**src/rtl/jtframe_mailbox_pkg.sv**
```systemverilog
// Shared constants for the CPU/MCU mailbox.
// Overflow policies and status bit positions.
package jtframe_mailbox_pkg;

   localparam int OVF_DROP      = 0;
   localparam int OVF_OVERWRITE = 1;

   localparam int ST_FULL  = 3;
   localparam int ST_EMPTY = 2;
   localparam int ST_OVF   = 1;
   localparam int ST_UNF   = 0;

endpackage

```
**src/rtl/jtframe_mailbox_fifo.sv**
```systemverilog
// One direction of the mailbox: circular FIFO with
// first-word fall-through head and sticky error flags.
module jtframe_mailbox_fifo
   import jtframe_mailbox_pkg::*;
#(
   parameter int DW       = 8,
   parameter int DEPTH    = 1,
   parameter int OVF_MODE = OVF_OVERWRITE,
   localparam int AW      = DEPTH > 1 ? $clog2(DEPTH) : 1,
   localparam int CW      = $clog2(DEPTH+1)
) (
   input  logic          clk,
   input  logic          rst_n,
   input  logic          cen,
   input  logic          push,
   input  logic [DW-1:0] din,
   input  logic          pop,
   input  logic          flush,
   input  logic          ovf_clr,
   input  logic          unf_clr,
   output logic [DW-1:0] head,
   output logic [CW-1:0] cnt,
   output logic          full,
   output logic          empty,
   output logic          ovf,
   output logic          unf
);

   logic [DW-1:0] mem [DEPTH];
   logic [AW-1:0] rd_ptr, wr_ptr;
   logic [DW-1:0] last;
   logic          do_wr, do_ovw, do_pop;
   logic          set_ovf, set_unf;

   // pointers stay at 0 for a single-entry FIFO
   function automatic logic [AW-1:0] inc(input logic [AW-1:0] p);
      return DEPTH == 1 ? '0 : p + AW'(1);
   endfunction

   function automatic logic [AW-1:0] dec(input logic [AW-1:0] p);
      return DEPTH == 1 ? '0 : p - AW'(1);
   endfunction

   assign full  = cnt == CW'(DEPTH);
   assign empty = cnt == '0;
   assign head  = empty ? last : mem[rd_ptr];

   always_comb begin
      do_pop  = pop & ~empty;
      do_wr   = push & (~full | pop);
      set_ovf = push & full & ~pop;
      do_ovw  = set_ovf & (OVF_MODE == OVF_OVERWRITE);
      set_unf = pop & empty & ~push;
   end

   always_ff @(posedge clk) begin
      if (rst_n && cen && !flush) begin
         if (do_wr)  mem[wr_ptr]      <= din;
         if (do_ovw) mem[dec(wr_ptr)] <= din;
      end
   end

   always_ff @(posedge clk) begin
      if (!rst_n) begin
         rd_ptr <= '0;
         wr_ptr <= '0;
         cnt    <= '0;
         last   <= '0;
         ovf    <= 1'b0;
         unf    <= 1'b0;
      end else if (cen) begin
         if (flush) begin
            rd_ptr <= '0;
            wr_ptr <= '0;
            cnt    <= '0;
         end else begin
            if (do_wr)  wr_ptr <= inc(wr_ptr);
            if (do_pop) begin
               rd_ptr <= inc(rd_ptr);
               last   <= mem[rd_ptr];
            end
            if (do_wr && !do_pop)
               cnt <= cnt + CW'(1);
            else if (do_pop && !do_wr)
               cnt <= cnt - CW'(1);
         end
         if (ovf_clr)
            ovf <= 1'b0;
         else if (set_ovf && !flush)
            ovf <= 1'b1;
         if (unf_clr)
            unf <= 1'b0;
         else if (set_unf && !flush)
            unf <= 1'b1;
      end
   end

endmodule

```
**src/rtl/jtframe_mailbox.sv**
```systemverilog
// Bidirectional CPU<->MCU mailbox. Each side's clear
// flushes its inbound FIFO and wipes the errors it caused.
module jtframe_mailbox
   import jtframe_mailbox_pkg::*;
#(
   parameter int DW       = 8,
   parameter int DEPTH    = 1,
   parameter int OVF_MODE = OVF_OVERWRITE,
   parameter int HIRQ_EN  = 1,
   localparam int CW      = $clog2(DEPTH+1)
) (
   input  logic          clk,
   input  logic          rst_n,
   input  logic          cen,
   input  logic          h_wr,
   input  logic [DW-1:0] h_din,
   input  logic          h_rd,
   output logic [DW-1:0] h_dout,
   input  logic          h_clr,
   input  logic          m_wr,
   input  logic [DW-1:0] m_din,
   input  logic          m_rd,
   output logic [DW-1:0] m_dout,
   input  logic          m_clr,
   output logic [CW-1:0] h2m_cnt,
   output logic [CW-1:0] m2h_cnt,
   output logic          m_irq,
   output logic          h_irq,
   output logic [3:0]    h_status,
   output logic [3:0]    m_status
);

   logic h2m_full, h2m_empty, h2m_ovf, h2m_unf;
   logic m2h_full, m2h_empty, m2h_ovf, m2h_unf;

   jtframe_mailbox_fifo #(
      .DW(DW), .DEPTH(DEPTH), .OVF_MODE(OVF_MODE)
   ) u_h2m (
      .clk     (clk),
      .rst_n   (rst_n),
      .cen     (cen),
      .push    (h_wr),
      .din     (h_din),
      .pop     (m_rd),
      .flush   (m_clr),
      .ovf_clr (h_clr),
      .unf_clr (m_clr),
      .head    (m_dout),
      .cnt     (h2m_cnt),
      .full    (h2m_full),
      .empty   (h2m_empty),
      .ovf     (h2m_ovf),
      .unf     (h2m_unf)
   );

   jtframe_mailbox_fifo #(
      .DW(DW), .DEPTH(DEPTH), .OVF_MODE(OVF_MODE)
   ) u_m2h (
      .clk     (clk),
      .rst_n   (rst_n),
      .cen     (cen),
      .push    (m_wr),
      .din     (m_din),
      .pop     (h_rd),
      .flush   (h_clr),
      .ovf_clr (m_clr),
      .unf_clr (h_clr),
      .head    (h_dout),
      .cnt     (m2h_cnt),
      .full    (m2h_full),
      .empty   (m2h_empty),
      .ovf     (m2h_ovf),
      .unf     (m2h_unf)
   );

   assign m_irq = ~h2m_empty;
   assign h_irq = (HIRQ_EN != 0) & ~m2h_empty;

   always_comb begin
      h_status           = '0;
      h_status[ST_FULL]  = h2m_full;
      h_status[ST_EMPTY] = m2h_empty;
      h_status[ST_OVF]   = h2m_ovf;
      h_status[ST_UNF]   = m2h_unf;
      m_status           = '0;
      m_status[ST_FULL]  = m2h_full;
      m_status[ST_EMPTY] = h2m_empty;
      m_status[ST_OVF]   = m2h_ovf;
      m_status[ST_UNF]   = h2m_unf;
   end

endmodule

```
**config.mk**
```make
export PLATFORM = sky130hd
export DESIGN_NAME = jtframe_mailbox
export DESIGN_NICKNAME = d
export VERILOG_FILES = /design/src/rtl/jtframe_mailbox_pkg.sv /design/src/rtl/jtframe_mailbox_fifo.sv /design/src/rtl/jtframe_mailbox.sv
export SDC_FILE = /design/constraint.sdc
export NUM_CORES = 1
export LEC_CHECK = 0
export CAP_MARGIN = 15
export CORE_MARGIN = 2
export CORE_UTILIZATION = 30
export DETAILED_ROUTE_END_ITERATION = 8
export DONT_BUFFER_PORTS = 1
export GPL_TIMING_DRIVEN = 0
export PLACE_DENSITY = 0.54
export SYNTH_ARGS = -nofsm -noshare
export SYNTH_HDL_FRONTEND = slang
export SYNTH_HIERARCHICAL = 1
export SYNTH_SLANG_ARGS = --single-unit
```
**constraint.sdc**
```tcl
create_clock -name clk -period 2.9 [get_ports clk]
set_clock_uncertainty 0.2 [all_clocks]
set_input_delay 0.58 -clock clk [delete_from_list [all_inputs] [get_ports clk]]
set_output_delay 0.58 -clock clk [all_outputs]
set_load 0.02 [all_outputs]
```
==> summary.txt <==
# Max-Cap Violations -> 0
Largest net degree at the start of global routing -> 13
CORE AREA -> 5816 sq um
WHS Endpoint -> u_m2h/mem[0][7]
Worst Min Path Start -> m_din[7]
Syn Area/Cell -> 11.52 sq um
Highest clock rate -> 0.4214 GHz
CTS tree -> built
TritonRoute pass-1 iters -> 4
First-pass GRT wire length -> 5878 um
Final core utilization -> 34.57%
Via/cell ratio -> 4.641
H-tree depth -> 2
Mapped Cells -> 154
Routability cong. -> 0.7198
DR WL/cell -> 15.88 um
I/O Buffers -> 0
Syn nets -> 179
Synth Area in Simple Gates -> 17.07%
Post-route setup slack -> 0.5271 ns
Diode count -> 0
Synth Register Bits -> 38
DRC Markers -> 0
Min Hold Slack -> 0.1842 ns
RSZ-0062 raised after global routing -> false
R2R depth -> 4
Post-CTS Resized -> 0
CTS Buf Count -> 5
Nets -> 186
Xor-xnor portion of the synthesized cell area -> 0%
Longest Clk Path Bufs -> 2
Die Ht -> 80.90 um
Adder-cell area share of the yosys netlist -> 0%
CTS Hold Buffers Added -> 0
Final Hold Violating Endpoints -> 0
Vias in the first global route -> 1161
Share of cells above drive strength 1 -> 43.21%
Hold crit path type -> primary input to register
Kind of critical path -> register to output port
Ports -> 53
FP Rows -> 28
Initial antenna violation count -> 0
Reg clk slew, reported paths -> 0.08 ns
Crit share post-route -> 81.82%
Worst skew pair latency -> 0.28 ns
P per Cell Area -> 595.9 nW/um^2
Compound-gate portion of the synthesized area -> 11.85%
Overflow after GRT -> 0
Yosys warnings -> 6
Critical-path maximum fanout -> 10
Period minus WS final -> 2.373 ns
Starting density of the core -> 30.51%
Dpl ws -> 0.8231 ns
Post-CTS Setup Bufs -> 0
Placed Instance Area -> 1868 sq um
Global Route Usage Sum -> 12.12%
Cell area after layout -> 2011 sq um
Vias -> 1100
Area grow syn2layout -> 13.33%
P_leak -> 0.8030 nW
Worst R2R Setup Slack -> 1.40 ns
Post-synthesis mux area share -> 10.16%
Synth Cell Area -> 1774 sq um
Dpl hpwl -> 2833 um
Post-DRT Antenna Nets -> 0
First DRT Iteration DRCs -> 39
Die ar. -> 6545 sq um
Critical Path RT -> 2.12 ns
Count of cell types in the netlist -> 20
Crit. End Element -> output port
TritonCTS Sinks -> 38
Root buffer cell -> clkbuf_8
R2R Path End -> u_h2m/unf
Startpoint types -> register
Outcome -> finished, final reports clean
Worst slew margin -> 69.18%
Register area share after synthesis -> 51.90%
Die width -> 80.90 um
Reg2reg start -> u_h2m/cnt
CP arrival -> 1.59 ns
Max-slew violation count -> 0
Peak VDD IR -> 276.1 uV
Total Wirelength -> 3764 um
Final setup viols -> 0
Hold path depth -> 0
Setup total negative slack -> 0 ns
Worst Tran Pin Value -> 0.4616 ns
Largest family of logic cells by synthesized area -> simple AND/OR/NAND/NOR gates
worst max-delay path: stages (launching register included):
cell     delay, ns
dfxtp_1       0.61
buf_4         0.28
mux2_2        0.42
power breakdown:
group / switching, mW / total (mW) / internal (mW)
Clock: 0.178 / 0.545 / 0.367
Sequential: 0.00907 / 0.577 / 0.567
Combinational: 0.0467 / 0.0769 / 0.0302
Total: 0.234 / 1.20 / 0.965
flip-flops by register name, summed over array words and instances, names as in the netlist:
signal      count
u_m2h/mem       8
u_m2h/unf       1
u_h2m/last      8
u_m2h/last      8
u_h2m/mem       8
u_h2m/cnt       1
u_h2m/unf       1
u_m2h/cnt       1
u_h2m/ovf       1
u_m2h/ovf       1
stage by stage:
step | instances | power [mW]
floorplan | 154 | 0.6526
global route | 237 | 1.238
CTS | 237 | 1.215
detailed placement | 229 | 0.6664
finish | 237 | 1.198
global placement | 229 | 0.6628
worst max path at each step:
stage	startpoint	end	slack [ns]
6_report	u_m2h/cnt	h_dout[4]	0.53
2_1_floorplan	u_m2h/cnt	h_dout[1]	0.96
5_1_grt	u_m2h/cnt	h_dout[4]	0.46
4_1_cts	u_h2m/cnt	m_dout[4]	0.50
3_5_place_dp	u_h2m/cnt	m_dout[4]	0.82
3_3_place_gp	u_h2m/cnt	m_dout[1]	0.84
layout by cell type (no fill, tap or decap), types with 4 or more instances in the layout:
cell      netlist  layout
nor2_1          6       6
dfxtp_1        22      22
o21ai_2        16      16
nand2_1        22      22
nand3_1        12      12
inv_1           6       6
buf_4          14      14
mux2_2         16      16
edfxtp_1       16      16
clkbuf_8        0       6
nand3_2         4       4
final cells by class:
cell class                 instances  area, sq um
multi-input combinational         92        693.2
clock inverter                     2        60.06
fill                             605         3805
clock buffer                       6        82.58
tap                               75        93.84
buffer                            18        137.6
inverter                           6        22.52
sequential                        38        920.9
per-layer routing:
| layer | track usage [%] | routed length, um | share of wire [%] | vias up |
|---|---|---|---|---|
| met5 | 0 | 0 | 0 | - |
| met3 | 4.333 | 226 | 6.0 | 6 |
| li1 | - | - | - | 547 |
| met2 | 20.33 | 1913 | 51 | 33 |
| met1 | 13.76 | 1551 | 41 | 514 |
| met4 | 5.593 | 72 | 1.9 | 0 |
Yosys cell counts (all sizes together):
cell type	instances	area share (%)
a21oi	2	0.56
mux2	16	10
nor2	6	1.3
a31o	2	0.99
o21ai	18	8.5
a41oi	2	0.99
nand2	22	4.7
and3	2	1.3
edfxtp	16	27
dfxtp	22	25
inv	6	1.3
o211ai	2	0.85
nand4b	2	2.7
nand3	16	5.6
nor2b	2	1.6
buf	18	7.8
kinds of logic after synthesis:
| kind of cell | Yosys count |
|---|---|
| buffers and inverters | 24 |
| flip-flops | 38 |
| AND/OR/NAND/NOR | 50 |
| AO/OA/AOI/OAI | 26 |
| multiplexers | 16 |
No activity file was read; power rests on OpenSTA's default activity.
